[config.mk]
export PLATFORM = sky130hd
export DESIGN_NAME = i2s_tx_master
export DESIGN_NICKNAME = d
export VERILOG_FILES = /design/src/rtl/i2s_tx_master_pkg.sv /design/src/rtl/i2s_tx_master_clk_gen.sv /design/src/rtl/i2s_tx_master.sv
export SDC_FILE = /design/constraint.sdc
export NUM_CORES = 1
export LEC_CHECK = 0
export ABC_CLOCK_PERIOD_IN_PS = 2900
export CORE_ASPECT_RATIO = 0.9
export CORE_MARGIN = 10
export CORE_UTILIZATION = 59
export DETAILED_ROUTE_END_ITERATION = 10
export HOLD_SLACK_MARGIN = 0.02
export PLACE_DENSITY_LB_ADDON = 0.25
export SKIP_LAST_GASP = 1
export SLEW_MARGIN = 0
export SYNTH_ARGS = -nofsm -noshare
export SYNTH_HDL_FRONTEND = slang
export SYNTH_SLANG_ARGS = --single-unit
[constraint.sdc]
create_clock -name clk_25m -period 2.9 [get_ports clk_25m]
set_clock_uncertainty 0.05 [all_clocks]
set_input_delay 0.435 -clock clk_25m [delete_from_list [all_inputs] [get_ports clk_25m]]
set_output_delay 0.435 -clock clk_25m [all_outputs]
set_load 0.03 [all_outputs]
[src/rtl/i2s_tx_master_pkg.sv]
// Shared I2S constants for the transmit master and the mic receiver.
// Frame geometry and the BCLK divider ratio for a 25 MHz system clock.
package i2s_tx_master_pkg;

    localparam int I2S_SLOT_W        = 32;
    localparam int I2S_FRAME_W       = 2 * I2S_SLOT_W;
    localparam int I2S_DATA_W        = 24;
    localparam int I2S_BCLK_HALF_25M = 4;

    // Counter width for a modulo-n counter; never narrower than one bit.
    function automatic int cnt_width(input int n);
        return (n > 1) ? $clog2(n) : 1;
    endfunction

endpackage

[src/rtl/i2s_tx_master_clk_gen.sv]
// I2S master clock generator: BCLK divider, frame bit counter and LRCLK.
// Shared with the receiver when it runs as bus master.
// Ports:
//   clk_25m   in   system clock
//   rst       in   synchronous reset, active-high
//   bclk      out  bit clock, registered
//   lrclk     out  word select, 0 = left slot, 1 = right slot
//   fall_stb  out  high in the cycle whose clock edge drives bclk 1->0
//   frame_stb out  fall_stb on the last bit of the frame (bit_cnt wraps to 0)
//   bit_cnt   out  index of the frame bit currently on the bus
module i2s_tx_master_clk_gen
    import i2s_tx_master_pkg::*;
#(
    parameter int  SLOT_W    = I2S_SLOT_W,
    parameter int  BCLK_HALF = I2S_BCLK_HALF_25M,
    localparam int FRAME_W   = 2 * SLOT_W,
    localparam int CNT_W     = cnt_width(FRAME_W),
    localparam int DIV_W     = cnt_width(BCLK_HALF)
) (
    input  logic             clk_25m,
    input  logic             rst,
    output logic             bclk,
    output logic             lrclk,
    output logic             fall_stb,
    output logic             frame_stb,
    output logic [CNT_W-1:0] bit_cnt
);

    logic [DIV_W-1:0] div_cnt_q, div_cnt_d;
    logic [CNT_W-1:0] bit_cnt_q, bit_cnt_d;
    logic             bclk_q, bclk_d;
    logic             lrclk_q, lrclk_d;
    logic             div_wrap;

    always_comb begin
        div_wrap  = (div_cnt_q == DIV_W'(BCLK_HALF - 1));
        div_cnt_d = div_wrap ? '0 : div_cnt_q + DIV_W'(1);
        bclk_d    = div_wrap ? ~bclk_q : bclk_q;
        fall_stb  = div_wrap && bclk_q;
        frame_stb = fall_stb && (bit_cnt_q == CNT_W'(FRAME_W - 1));
        bit_cnt_d = bit_cnt_q;
        lrclk_d   = lrclk_q;
        if (fall_stb) begin
            bit_cnt_d = frame_stb ? '0 : bit_cnt_q + CNT_W'(1);
            lrclk_d   = (bit_cnt_d >= CNT_W'(SLOT_W));
        end
    end

    // bit_cnt starts on the last bit so the very first fall opens a left slot.
    always_ff @(posedge clk_25m) begin
        if (rst) begin
            div_cnt_q <= '0;
            bit_cnt_q <= CNT_W'(FRAME_W - 1);
            bclk_q    <= 1'b0;
            lrclk_q   <= 1'b1;
        end else begin
            div_cnt_q <= div_cnt_d;
            bit_cnt_q <= bit_cnt_d;
            bclk_q    <= bclk_d;
            lrclk_q   <= lrclk_d;
        end
    end

    assign bclk    = bclk_q;
    assign lrclk   = lrclk_q;
    assign bit_cnt = bit_cnt_q;

endmodule

[src/rtl/i2s_tx_master.sv]
// I2S bus master / transmitter for the speaker amplifier path.
// Takes one stereo pair per frame through valid/ready and shifts it out MSB
// first in I2S format (one BCLK delay after each LRCLK edge).
// Ports:
//   clk_25m      in   system clock
//   rst          in   synchronous reset, active-high
//   s_valid      in   stereo pair present on s_left/s_right
//   s_ready      out  holding register empty
//   s_left       in   left sample, two's complement
//   s_right      in   right sample, two's complement
//   i2s_bclk     out  bit clock
//   i2s_lrclk    out  word select, 0 = left
//   i2s_dout     out  serial data, changes on BCLK fall
//   frame_start  out  strobe in the cycle that opens a new frame
//   underrun     out  strobe when a frame opens with no pair pending
module i2s_tx_master
    import i2s_tx_master_pkg::*;
#(
    parameter int DATA_W    = I2S_DATA_W,
    parameter int SLOT_W    = I2S_SLOT_W,
    parameter int BCLK_HALF = I2S_BCLK_HALF_25M
) (
    input  logic              clk_25m,
    input  logic              rst,
    input  logic              s_valid,
    output logic              s_ready,
    input  logic [DATA_W-1:0] s_left,
    input  logic [DATA_W-1:0] s_right,
    output logic              i2s_bclk,
    output logic              i2s_lrclk,
    output logic              i2s_dout,
    output logic              frame_start,
    output logic              underrun
);

    localparam int FRAME_W = 2 * SLOT_W;
    localparam int CNT_W   = cnt_width(FRAME_W);
    localparam int PAD_W   = SLOT_W - 1 - DATA_W;

    logic               fall_stb, frame_stb, boundary, accept;
    logic [CNT_W-1:0]   bit_cnt;
    logic [SLOT_W-1:0]  slot_l, slot_r;
    logic [FRAME_W-1:0] next_word;

    logic               hold_full_q, hold_full_d;
    logic [DATA_W-1:0]  hold_l_q, hold_l_d;
    logic [DATA_W-1:0]  hold_r_q, hold_r_d;
    logic [FRAME_W-1:0] shift_q, shift_d;
    logic               dout_q, dout_d;
    logic               s_ready_q, s_ready_d;

    i2s_tx_master_clk_gen #(
        .SLOT_W    (SLOT_W),
        .BCLK_HALF (BCLK_HALF)
    ) u_clk_gen (
        .clk_25m   (clk_25m),
        .rst       (rst),
        .bclk      (i2s_bclk),
        .lrclk     (i2s_lrclk),
        .fall_stb  (fall_stb),
        .frame_stb (frame_stb),
        .bit_cnt   (bit_cnt)
    );

    always_comb begin
        accept   = s_valid && s_ready_q;
        boundary = frame_stb && (bit_cnt == CNT_W'(FRAME_W - 1));

        // Each slot is {delay bit, sample, zero pad}; the zero-extended sample
        // shifted up by the pad width leaves the delay bit at the slot MSB.
        slot_l    = {{(SLOT_W - DATA_W){1'b0}}, hold_l_q} << PAD_W;
        slot_r    = {{(SLOT_W - DATA_W){1'b0}}, hold_r_q} << PAD_W;
        next_word = hold_full_q ? {slot_l, slot_r} : '0;

        hold_full_d = hold_full_q;
        hold_l_d    = hold_l_q;
        hold_r_d    = hold_r_q;
        shift_d     = shift_q;
        dout_d      = dout_q;

        // At the boundary frame bit 0 goes straight to the pin, so the shift
        // register keeps only the remaining bits.
        if (boundary) begin
            hold_full_d = 1'b0;
            dout_d      = next_word[FRAME_W-1];
            shift_d     = next_word << 1;
        end else if (fall_stb) begin
            dout_d  = shift_q[FRAME_W-1];
            shift_d = shift_q << 1;
        end

        // Accept needs s_ready, which is low whenever a boundary could drain
        // the holding register, so the two never collide on a full register.
        if (accept) begin
            hold_full_d = 1'b1;
            hold_l_d    = s_left;
            hold_r_d    = s_right;
        end

        s_ready_d = !hold_full_d;
    end

    always_ff @(posedge clk_25m) begin
        if (rst) begin
            hold_full_q <= 1'b0;
            hold_l_q    <= '0;
            hold_r_q    <= '0;
            shift_q     <= '0;
            dout_q      <= 1'b0;
            s_ready_q   <= 1'b1;
        end else begin
            hold_full_q <= hold_full_d;
            hold_l_q    <= hold_l_d;
            hold_r_q    <= hold_r_d;
            shift_q     <= shift_d;
            dout_q      <= dout_d;
            s_ready_q   <= s_ready_d;
        end
    end

    // Strobes are decoded from registered state; gating with rst keeps a
    // reset that lands on a boundary from reporting a frame.
    assign frame_start = boundary && !rst;
    assign underrun    = boundary && !hold_full_q && !rst;
    assign s_ready     = s_ready_q;
    assign i2s_dout    = dout_q;

endmodule

==> metrics.md, run 1 <==
| Metric | Value |
|---|---|
| # rows | 30 |
| Max_cap viols | 0 |
| FFs w/ async S/R, synth | 0 |
| FF/Latch Area | between 2000 and 2500 um2 |
| Post-synthesis instance total | between 500 and 600 |
| Final setup viols | 0 |
| Initial DRC count | about 330 |
| Synth top area cells | dfxtp_1 (51%), a21oi_1 (12%), o21ai_0 (9.6%) |
| Vias in the first global route | approximately 4,200 |
| Detailed Place HPWL | 6.83 mm |
| First-pass GRT wire length | ~20 mm |
| Top cells by count, synth | dfxtp_1 (117), nand2_1 (116), a21oi_1 (107) |
| Largest net degree at the start of global routing | 55 |
| CTS tree | built |
| Setup ws final | 0.402 ns |
| Via count | 4,370 |
| Chip width | roughly 110 um |
| Count leader, synth | dfxtp_1 |
| Leakage power | 2.11 nW |
| CTS Sinks | between 100 and 150 |
| Initial Util | 0.610 |
| Worst-Skew Late Latency | 0.51 ns |
| Synth cell types | 29 |
| Post-synth EDFFs | 0 |
| Fillers | 536 |
| Top_reg_cell synth | dfxtp_1 |
| Clk root buf | clkbuf_8 |
| Pre-antenna DRT Iters | 5 |
| Synth area leader | dfxtp_1 |
| Core area | 7580 um2 |
| Cts bufs inserted | 17 |
| H-tree lvl count | 4 |
| Total setup buffers inserted after CTS | 0 |
| RSZ-0062 raised after global routing | false |
| Routed Wire Length | 11.6 mm |
| Layout Nets | 668 |
| Max Freq | 0.400 GHz |
| Seq/Total Area, Yosys | 0.506 |
| Post-Syn Area | 4630 um2 |
| Arr. time, crit path | 2.01 ns |
| Status | finished clean |
| Max clock buf depth | 2 |
| Startpoint types | flop |
| Slew @ Worst Pin | 0.758 ns |
| Setup_tns | 0 ns |
| Finished Cell Area | 5740 um2 |
| Die extent in y | between 100 and 150 um |
| Initial antenna violation count | 0 |
| Hold Crit Class | in -> reg |
| # hold bufs at CTS | 0 |
| Yosys Warn Count | 0 |
| Final Hold Fails | 0 |
| Synthesized Nets | 638 |
| # IOs | 57 |
| Post-layout minimum cycle time | 2.50 ns |
| Placement Cell Area | between 5000 and 6000 um2 |
| CP Data Required Time | approximately 2.4 ns |
| Area of the multi-input gates | about 2000 um2 |
| #FFs+latches synth | 117 |
| Worst Setup Path Type | reg -> out |
| Via-to-Cell Ratio | 6.05 |
| Drt wl/cell | 16.0 um |
| Final RePlAce weighted congestion | just under 0.8 |
| Layout Area Growth over Synthesis | 24.1% |
| Final worst path period share | 0.861 |
| Gr usage total | 0.196 |
| IO buf count | 56 |
| Share of layout cells above drive strength 1 | 0.0751 |
| Remaining global-route overflow | 0 |
| Synthesized area per cell | roughly 7.9 um2 |
| Routed Antenna Nets | 0 |
| Post_cts resized | 0 |
| CP Max Fanout | 21 |
| Peak VDD IR | 397 uV |
| Die area | 11,800 um2 |
| Hold slack final | about 0.28 ns |
| Residual DRC | 0 |
| Diode count | 0 |
| Slew margin rel. | 0.495 |
| Area share of the largest cell type after synthesis | 0.506 |
| DP Worst Slack | 0.984 ns |
| Power Density | ~690 nW/um2 |
| Crit end category | primary output |
| Worst-path clk slew | 0.06 ns |
| Slew Viols, Final | 0 |
-- placed cells by master (no fill, tap or decap), drive strengths merged --
cell type,Yosys,routed
nand4,1,1
inv,2,2
bufinv,0,3
dfxtp,117,117
a311oi,2,2
clkbuf,44,19
buf,14,16
nor2,4,4
clkinvlp,0,2
and4,1,1
o31a,1,1
and2,3,3
xnor2,1,1
ha,2,2
clkdlybuf4s50,0,53
o21ai,94,94
or4,2,2
o211ai,11,11
nor4,1,1
nor3,2,2
a21oi,107,107
or3,1,1
a31oi,45,45
nand2,116,116
clkinv,0,6
nor3b,1,1
a21o,1,1
o31ai,2,2
xor2,1,1
nand3,9,9
-- through the flow --
step / power (mW) / cells / utilization
6_report: 3.95 / 722 / 0.757
5_1_grt: 4.08 / 722 / 0.757
4_1_cts: 3.98 / 722 / 0.757
3_5_place_dp: 1.99 / 692 / 0.683
3_3_place_gp: 1.98 / 692 / 0.683
2_1_floorplan: 1.87 / 585 / -
-- final timing paths --
check | depth (start not counted) | endpoint | startpoint | slack, ns
setup / recovery | 3 | underrun | u_clk_gen.bit_cnt[3] | 0.40
hold / removal | 2 | shift_q[8] | rst | 0.28
setup reg to reg | 5 | shift_q[32] | u_clk_gen.div_cnt_q[0] | 0.92
hold reg to reg | 1 | u_clk_gen.div_cnt_q[0] | u_clk_gen.div_cnt_q[0] | 0.37
-- area by class of cell --
| class | count | share of cell area |
|---|---|---|
| clock buffer | 19 | 0.0752 |
| timing repair buffer | 69 | 0.115 |
| sequential | 117 | 0.408 |
| tap | 96 | 0.0209 |
| clock inverter | 11 | 0.0235 |
| inverter | 2 | 0.00131 |
| multi-input combinational | 408 | 0.356 |
-- routing by layer --
metal  global-route usage  routed length (um)  vias up
li1                     -                   -     2132
met5                    0                   0        -
met2                0.324                5790      125
met1                0.224                5050     2096
met3               0.0629                 590       17
met4               0.0861                 151        0
-- critical path, stage by stage, from the launching register on --
cell and delay, ns:
dfxtp_1 0.45, nand4_2 0.45, nor4_1 0.40, buf_4 0.22
-- power by group --
group          total, mW  switching [mW]  internal [mW]  leakage (nW)
Clock               2.00           0.689           1.31         0.279
Sequential          1.69          0.0303           1.66         0.951
Combinational      0.264           0.149          0.115         0.884
Total               3.95           0.868           3.09          2.11
-- state kept, by name, summed over array words and instances, names as in the netlist --
register,count
shift_q,56
hold_l_q,24
hold_r_q,24
u_clk_gen.bit_cnt,6
u_clk_gen.div_cnt_q,2
hold_full_q,1
i2s_dout,1
s_ready,1
u_clk_gen.bclk,1
u_clk_gen.lrclk,1
-- logic make-up (layout without fill, tap and decap cells) --
kind of cell | after synthesis | count (layout) | synth area share
compound gates | 263 | 263 | 0.307
xor+xnor | 2 | 2 | 0.00379
fa+ha+maj | 2 | 2 | 0.00541
buf+inv | 60 | 101 | 0.0527
flops | 117 | 117 | 0.506
simple gates | 141 | 141 | 0.125
Note: power is estimated with default switching activity, not from simulation.
==> run 2: changes to the inputs <==
--- a/config.mk
+++ b/config.mk
@@ -6,8 +6,7 @@
 export NUM_CORES = 1
 export LEC_CHECK = 0
 export ABC_CLOCK_PERIOD_IN_PS = 2900
-export CORE_ASPECT_RATIO = 0.9
-export CORE_MARGIN = 10
+export CORE_MARGIN = 4
 export CORE_UTILIZATION = 59
 export DETAILED_ROUTE_END_ITERATION = 10
 export HOLD_SLACK_MARGIN = 0.02
==> run 2 against run 1 <==
Against the previous run:
- register-to-register slack got worse by 0.18 ns
- critical endpoint unchanged
- highest routed layer unchanged
- design area increased by 0.39%
- final cell count increased by 1.4%
==> metrics.md, run 2 (same netlist as run 1, synthesis figures left out) <==
| Metric | Value |
|---|---|
| Worst Setup Path Type | reg -> out |
| Final setup viols | 0 (unchanged) |
| Peak VDD IR | 465 uV (+17%) |
| First-pass GRT wire length | 18.5 mm (-5.3%) |
| H-tree lvl count | 4 (unchanged) |
| CP Launch Point | u_clk_gen.div_cnt_q[0] |
| Final worst path period share | 0.816 (-0.0456) |
| Crit end category | primary output |
| Core area | 7690 um2 (+1.4%) |
| Slew margin rel. | 0.302 (-0.193) |
| Vias in the first global route | 3,999 (-4.9%) |
| # hold bufs at CTS | 0 (unchanged) |
| Design Power | 4.00 mW (+1.1%) |
| Final Hold Fails | 0 (unchanged) |
| Cts bufs inserted | 17 (unchanged) |
| Routed Wire Length | 11.1 mm (-4.0%) |
| Layout Area Growth over Synthesis | 24.5% |
| Max Freq | 0.423 GHz (+5.6%) |
| HP Start | u_clk_gen.div_cnt_q[0] |
| Chip width | 96.6 um (-15%) |
| Commonest non-fill, non-tap cell in the layout | dfxtp_1 |
| CP peak stage delay | 0.33 ns (-0.12 ns) |
| RSZ-0062 raised after global routing | false |
| Hold slack final | 0.371 ns (+0.0960 ns) |
| Post-layout minimum cycle time | 2.37 ns (-0.132 ns) |
| Fillers | 566 (+5.6%) |
| Hold Crit Class | reg -> reg |
| Status | finished clean |
| Crit path cell chain | ha_1, nand3_1, nor4_1, buf_4 |
| Finished Cell Area | 5760 um2 (+0.39%) |
| Max clock buf depth | 2 (unchanged) |
| Via count | 4,357 (-0.30%) |
| Detailed Place HPWL | 6.41 mm (-6.1%) |
| Final core occ | 0.750 (-0.00742) |
| Leakage power | 2.11 nW (about the same) |
| Largest net degree at the start of global routing | 61 (+11%) |
| Max reg flops | 56 (unchanged) |
| Layout Nets | 670 (+0.30%) |
| Via-to-Cell Ratio | 5.95 (-1.7%) |
| Most frequent cells in the layout | dfxtp_1 (117), nand2_1 (115), a21oi_1 (107) |
| Total setup buffers inserted after CTS | 0 (unchanged) |
| Max_cap viols | 0 (unchanged) |
| Worst path slowest cell | dfxtp_1 |
| Arr. time, crit path | 1.88 ns (-0.13 ns) |
| Non-Filler Instances | 732 (+1.4%) |
| Startpoint types | flop |
| Post_cts resized | 0 (unchanged) |
| Initial Util | 0.602 (-0.00835) |
| Diode count | 0 (unchanged) |
| Power Density | 693 nW/um2 (+0.68%) |
| CTS Sinks | 117 (unchanged) |
| IO buf count | 56 (unchanged) |
| RR Startpoint | u_clk_gen.bit_cnt[0] |
| Pre-antenna DRT Iters | 5 (unchanged) |
| Placement Cell Area | 5180 um2 (+0.19%) |
| Worst-Skew Late Latency | 0.51 ns (about the same) |
| Routed Antenna Nets | 0 (unchanged) |
| Slew @ Worst Pin | 1.05 ns (+0.288 ns) |
| DP Worst Slack | 0.806 ns (-0.178 ns) |
| Final RePlAce weighted congestion | 0.787 (-1.0%) |
| Most flops, register | shift_q |
| Slew Viols, Final | 0 (unchanged) |
| Drt wl/cell | 15.2 um (-5.3%) |
| CP Max Fanout | 6 (-71%) |
| Clk root buf | clkbuf_8 |
| Initial DRC count | 304 (-6.7%) |
| Die extent in y | 96.6 um (-7.2%) |
| Setup ws final | 0.534 ns (+0.132 ns) |
| Worst-path clk slew | 0.06 ns (about the same) |
| Initial antenna violation count | 0 (unchanged) |
| Die area | 9330 um2 (-21%) |
| Remaining global-route overflow | 0 (unchanged) |
| CTS tree | built |
| # IOs | 57 (unchanged) |
| Setup_tns | 0 ns (unchanged) |
| DP Cell Count | 700 (+1.2%) |
| Share of layout cells above drive strength 1 | 0.0810 (+0.00587) |
| Gr usage total | 0.251 (+0.0554) |
| CP Data Required Time | 2.41 ns (about the same) |
| # rows | 32 (+6.7%) |
| Largest regs | shift_q x56, hold_l_q x24, hold_r_q x24 |
| Residual DRC | 0 (unchanged) |
run 2: cell count changes in the layout (fill, tap and decap cells not counted), sizes merged:
cell	delta
buf	+2
clkinvlp	+3
clkbuf	-1
run 2: critical path: cells and delay by family, from the launching register on:
kind / cells / cell delay (ns)
flops: 1 / 0.33
simple gates: 2 / 0.53
fa+ha+maj: 1 / 0.29
buf+inv: 1 / 0.22
run 2: final timing paths:
| kind | cells past startpoint | slack (ns) | to |
|---|---|---|---|
| setup / recovery | 4 | 0.53 | underrun |
| hold / removal | 1 | 0.37 | u_clk_gen.div_cnt_q[0] |
| setup reg to reg | 5 | 0.74 | shift_q[9] |
| hold reg to reg | 1 | 0.37 | u_clk_gen.div_cnt_q[0] |
run 2: where the power goes:
| group | internal (mW) | switching, mW | total (mW) | leakage [nW] |
|---|---|---|---|---|
| Sequential | 1.66 | 0.0301 | 1.69 | 0.951 |
| Clock | 1.30 | 0.740 | 2.04 | 0.272 |
| Combinational | 0.116 | 0.149 | 0.265 | 0.890 |
| Total | 3.08 | 0.919 | 4.00 | 2.11 |
run 2: layout make-up:
class / count / area [um2] / share of cell area
Multi-Input combinational cell: 408 / 2040 / 0.355
Timing Repair Buffer: 71 / 663 / 0.115
Clock buffer: 18 / 418 / 0.0725
Clock inverter: 14 / 161 / 0.0280
Tap cell: 102 / 128 / 0.0221
Sequential cell: 117 / 2340 / 0.406
Inverter: 2 / 7.51 / 0.00130
run 2: metal layers:
metal  up-vias  wire length [um]  track usage
met2       120              5460        0.400
met3        15               539       0.0651
li1       2136                 -            -
met1      2086              4970        0.330
met5         -                 0            0
met4         0               153       0.0911
==> run 3: changes to the inputs <==
--- a/config.mk
+++ b/config.mk
@@ -5,9 +5,9 @@
 export SDC_FILE = /design/constraint.sdc
 export NUM_CORES = 1
 export LEC_CHECK = 0
-export ABC_CLOCK_PERIOD_IN_PS = 2900
+export ABC_CLOCK_PERIOD_IN_PS = 1900
 export CORE_MARGIN = 4
-export CORE_UTILIZATION = 59
+export CORE_UTILIZATION = 50
 export DETAILED_ROUTE_END_ITERATION = 10
 export HOLD_SLACK_MARGIN = 0.02
 export PLACE_DENSITY_LB_ADDON = 0.25
==> constraint.sdc (replaced) <==
create_clock -name clk_25m -period 1.9 [get_ports clk_25m]
set_clock_uncertainty 0.05 [all_clocks]
set_input_delay 0.285 -clock clk_25m [delete_from_list [all_inputs] [get_ports clk_25m]]
set_output_delay 0.285 -clock clk_25m [all_outputs]
set_load 0.03 [all_outputs]
==> run 3 against run 2 <==
Against the previous run:
- critical path depth decreased by 1
- power up 53%
- setup slack worse by 0.51 ns
- clock power up 51%
- critical endpoint unchanged
- routed wire length up 1.2%
- sequential cell count did not move
- sequential share of layout area decreased by 1.4 points
- largest power group unchanged
- global-route usage fell by 4.4 points
- critical path type unchanged
- combinational power up 64%
- non-clock buffer count up 8
- final cell count is 1.8% higher
==> metrics.md, run 3 (same netlist as run 1, synthesis figures left out) <==
| Metric | Value |
|---|---|
| Status | finished clean |
| Routed Wire Length | 11.3 mm (+1.2%) |
| # hold bufs at CTS | 0 (unchanged) |
| Initial Util | 0.523 (-0.0790) |
| Final setup viols | 0 (unchanged) |
| Max reg flops | 56 (unchanged) |
| Pre-antenna DRT Iters | 5 (unchanged) |
| Hold slack final | 0.167 ns (-0.204 ns) |
| Commonest non-fill, non-tap cell in the layout | nand2_1 |
| Worst Setup Path Type | reg -> out |
| Vias in the first global route | 4,040 (+1.0%) |
| Cts bufs inserted | 17 (unchanged) |
| Crit path buf inv count | 1 (unchanged) |
| DP Cell Count | 709 (+1.3%) |
| Fillers | 706 (+25%) |
| Design Power | 6.12 mW (+53%) |
| Final RePlAce weighted congestion | 0.788 (+0.13%) |
| # IOs | 57 (unchanged) |
| Crit path cell chain | nand4_4, nor4_4, buf_6 |
| Gr usage total | 0.207 (-0.0443) |
| Worst path depth | 3 (-1) |
| Share of layout cells above drive strength 1 | 0.118 (+0.0368) |
| Detailed Place HPWL | 6.49 mm (+1.3%) |
| H-tree lvl count | 4 (unchanged) |
| CP peak stage delay | 0.40 ns (+0.07 ns) |
| Remaining global-route overflow | 0 (unchanged) |
| Slew Viols, Final | 0 (unchanged) |
| IO buf count | 56 (unchanged) |
| Worst path slowest cell | dfxtp_2 |
| Largest net degree at the start of global routing | 58 (-4.9%) |
| Drt wl/cell | 15.1 um (-0.56%) |
| Worst-Skew Late Latency | 0.51 ns (about the same) |
| Layout Nets | 678 (+1.2%) |
| Non-Filler Instances | 745 (+1.8%) |
| Clk root buf | clkbuf_8 |
| Crit path max-delay family | simple AND/OR/NAND/NOR gates |
| Worst reg2reg path depth | 6 (+1) |
| Setup_tns | 0 ns (unchanged) |
| Area of the multi-input gates | 2120 um2 (+3.5%) |
| Slew @ Worst Pin | 0.443 ns (-0.603 ns) |
| Most flops, register | shift_q |
| Leakage power | 2.22 nW (+5.0%) |
| Startpoint types | flop |
| CTS tree | built |
| Via count | 4,311 (-1.1%) |
| Residual DRC | 0 (unchanged) |
| Power Density | 1020 nW/um2 (+47%) |
| Max Freq | 0.534 GHz |
| Post-layout minimum cycle time | 1.87 ns |
| CP Max Fanout | 7 (+1) |
| Core area | 8850 um2 (+15%) |
| Max_cap viols | 0 (unchanged) |
| Slew margin rel. | 0.705 (+0.403) |
| Finished Cell Area | 6000 um2 (+4.1%) |
| Hold Crit Class | in -> reg |
| Final Hold Fails | 0 (unchanged) |
| Worst-path clk slew | 0.06 ns (about the same) |
| Routed Antenna Nets | 0 (unchanged) |
| Initial antenna violation count | 0 (unchanged) |
| Placement Cell Area | 5300 um2 (+2.2%) |
| RSZ-0062 raised after global routing | true |
| CP Data Required Time | 1.56 ns (-0.85 ns) |
| Peak VDD IR | 619 uV (+33%) |
| Via-to-Cell Ratio | 5.79 (-2.8%) |
| First-pass GRT wire length | 18.7 mm (+1.6%) |
| # rows | 34 (+6.3%) |
| Cells on Worst Hold Path | 2 (+1) |
| Arr. time, crit path | 1.54 ns (-0.34 ns) |
| Most frequent cells in the layout | nand2_1 (114), dfxtp_1 (109), a21oi_1 (107) |
| Largest regs | shift_q x56, hold_l_q x24, hold_r_q x24 |
| Die area | 10,900 um2 (+16%) |
| Final core occ | 0.678 (-0.0717) |
| FF/Latch Area | 2360 um2 (+0.64%) |
| Diode count | 0 (unchanged) |
| Initial DRC count | 247 (-19%) |
| Chip width | 104 um (+7.9%) |
| Max clock buf depth | 2 (unchanged) |
| CTS Sinks | 117 (unchanged) |
| DP Worst Slack | 0.215 ns (-0.590 ns) |
| Setup ws final | 0.0280 ns (-0.506 ns) |
| Final worst path period share | 0.985 |
| Crit end category | primary output |
| Die extent in y | 104 um (+7.9%) |
| Layout Area Growth over Synthesis | 29.7% |
[run 3: changes by cell type in the layout (fill, tap and decap cells not counted), sizes merged]
| cell | change |
|---|---|
| buf | +8 |
| bufinv | -1 |
| clkbuf | +4 |
| clkdlybuf4s50 | -3 |
| clkinv | -1 |
| clkinvlp | -3 |
| dlygate4sd2 | +2 |
| dlymetal6s2s | +1 |
[run 3: final timing paths]
| kind | startpoint | end | slack (ns) |
|---|---|---|---|
| max | u_clk_gen.bit_cnt[3] | underrun | 0.03 |
| max reg2reg | u_clk_gen.bit_cnt[0] | shift_q[31] | 0.32 |
| min reg2reg | u_clk_gen.div_cnt_q[0] | u_clk_gen.div_cnt_q[0] | 0.39 |
| min | rst | hold_l_q[11] | 0.17 |
[run 3: final cells by class]
class	instances	area share
Sequential cell	117	0.393
Multi-Input combinational cell	408	0.353
Timing Repair Buffer	79	0.134
Clock buffer	22	0.0805
Tap cell	108	0.0225
Clock inverter	9	0.0167
Inverter	2	0.00125
[run 3: what timing repair did]
item,CTS,global route
buffers inserted,0,5
endpoints found under the setup margin,4,3
pin swaps,0,1
gates resized for setup,17,6
[run 3: worst reg2reg max path: stages, from the launching register on]
cell      delay [ns]
dfxtp_4         0.36
ha_4            0.17
buf_4           0.13
inv_1           0.11
buf_12          0.25
o21ai_0         0.16
a311oi_1        0.26
[run 3: per-layer routing]
| metal | global-route usage | part of all wire | vias up |
|---|---|---|---|
| met2 | 0.349 | 0.49 | 143 |
| met4 | 0.0693 | 0.0098 | 0 |
| met3 | 0.0590 | 0.064 | 15 |
| met1 | 0.255 | 0.43 | 2010 |
| met5 | 0 | 0 | - |
| li1 | - | - | 2143 |
[run 3: power breakdown]
group          switching (mW)  leakage, nW  total, mW  internal, mW
clock network            1.08        0.288       3.09          2.02
registers              0.0525        0.950       2.59          2.54
logic                   0.232        0.982      0.434         0.201
total                    1.36         2.22       6.12          4.76
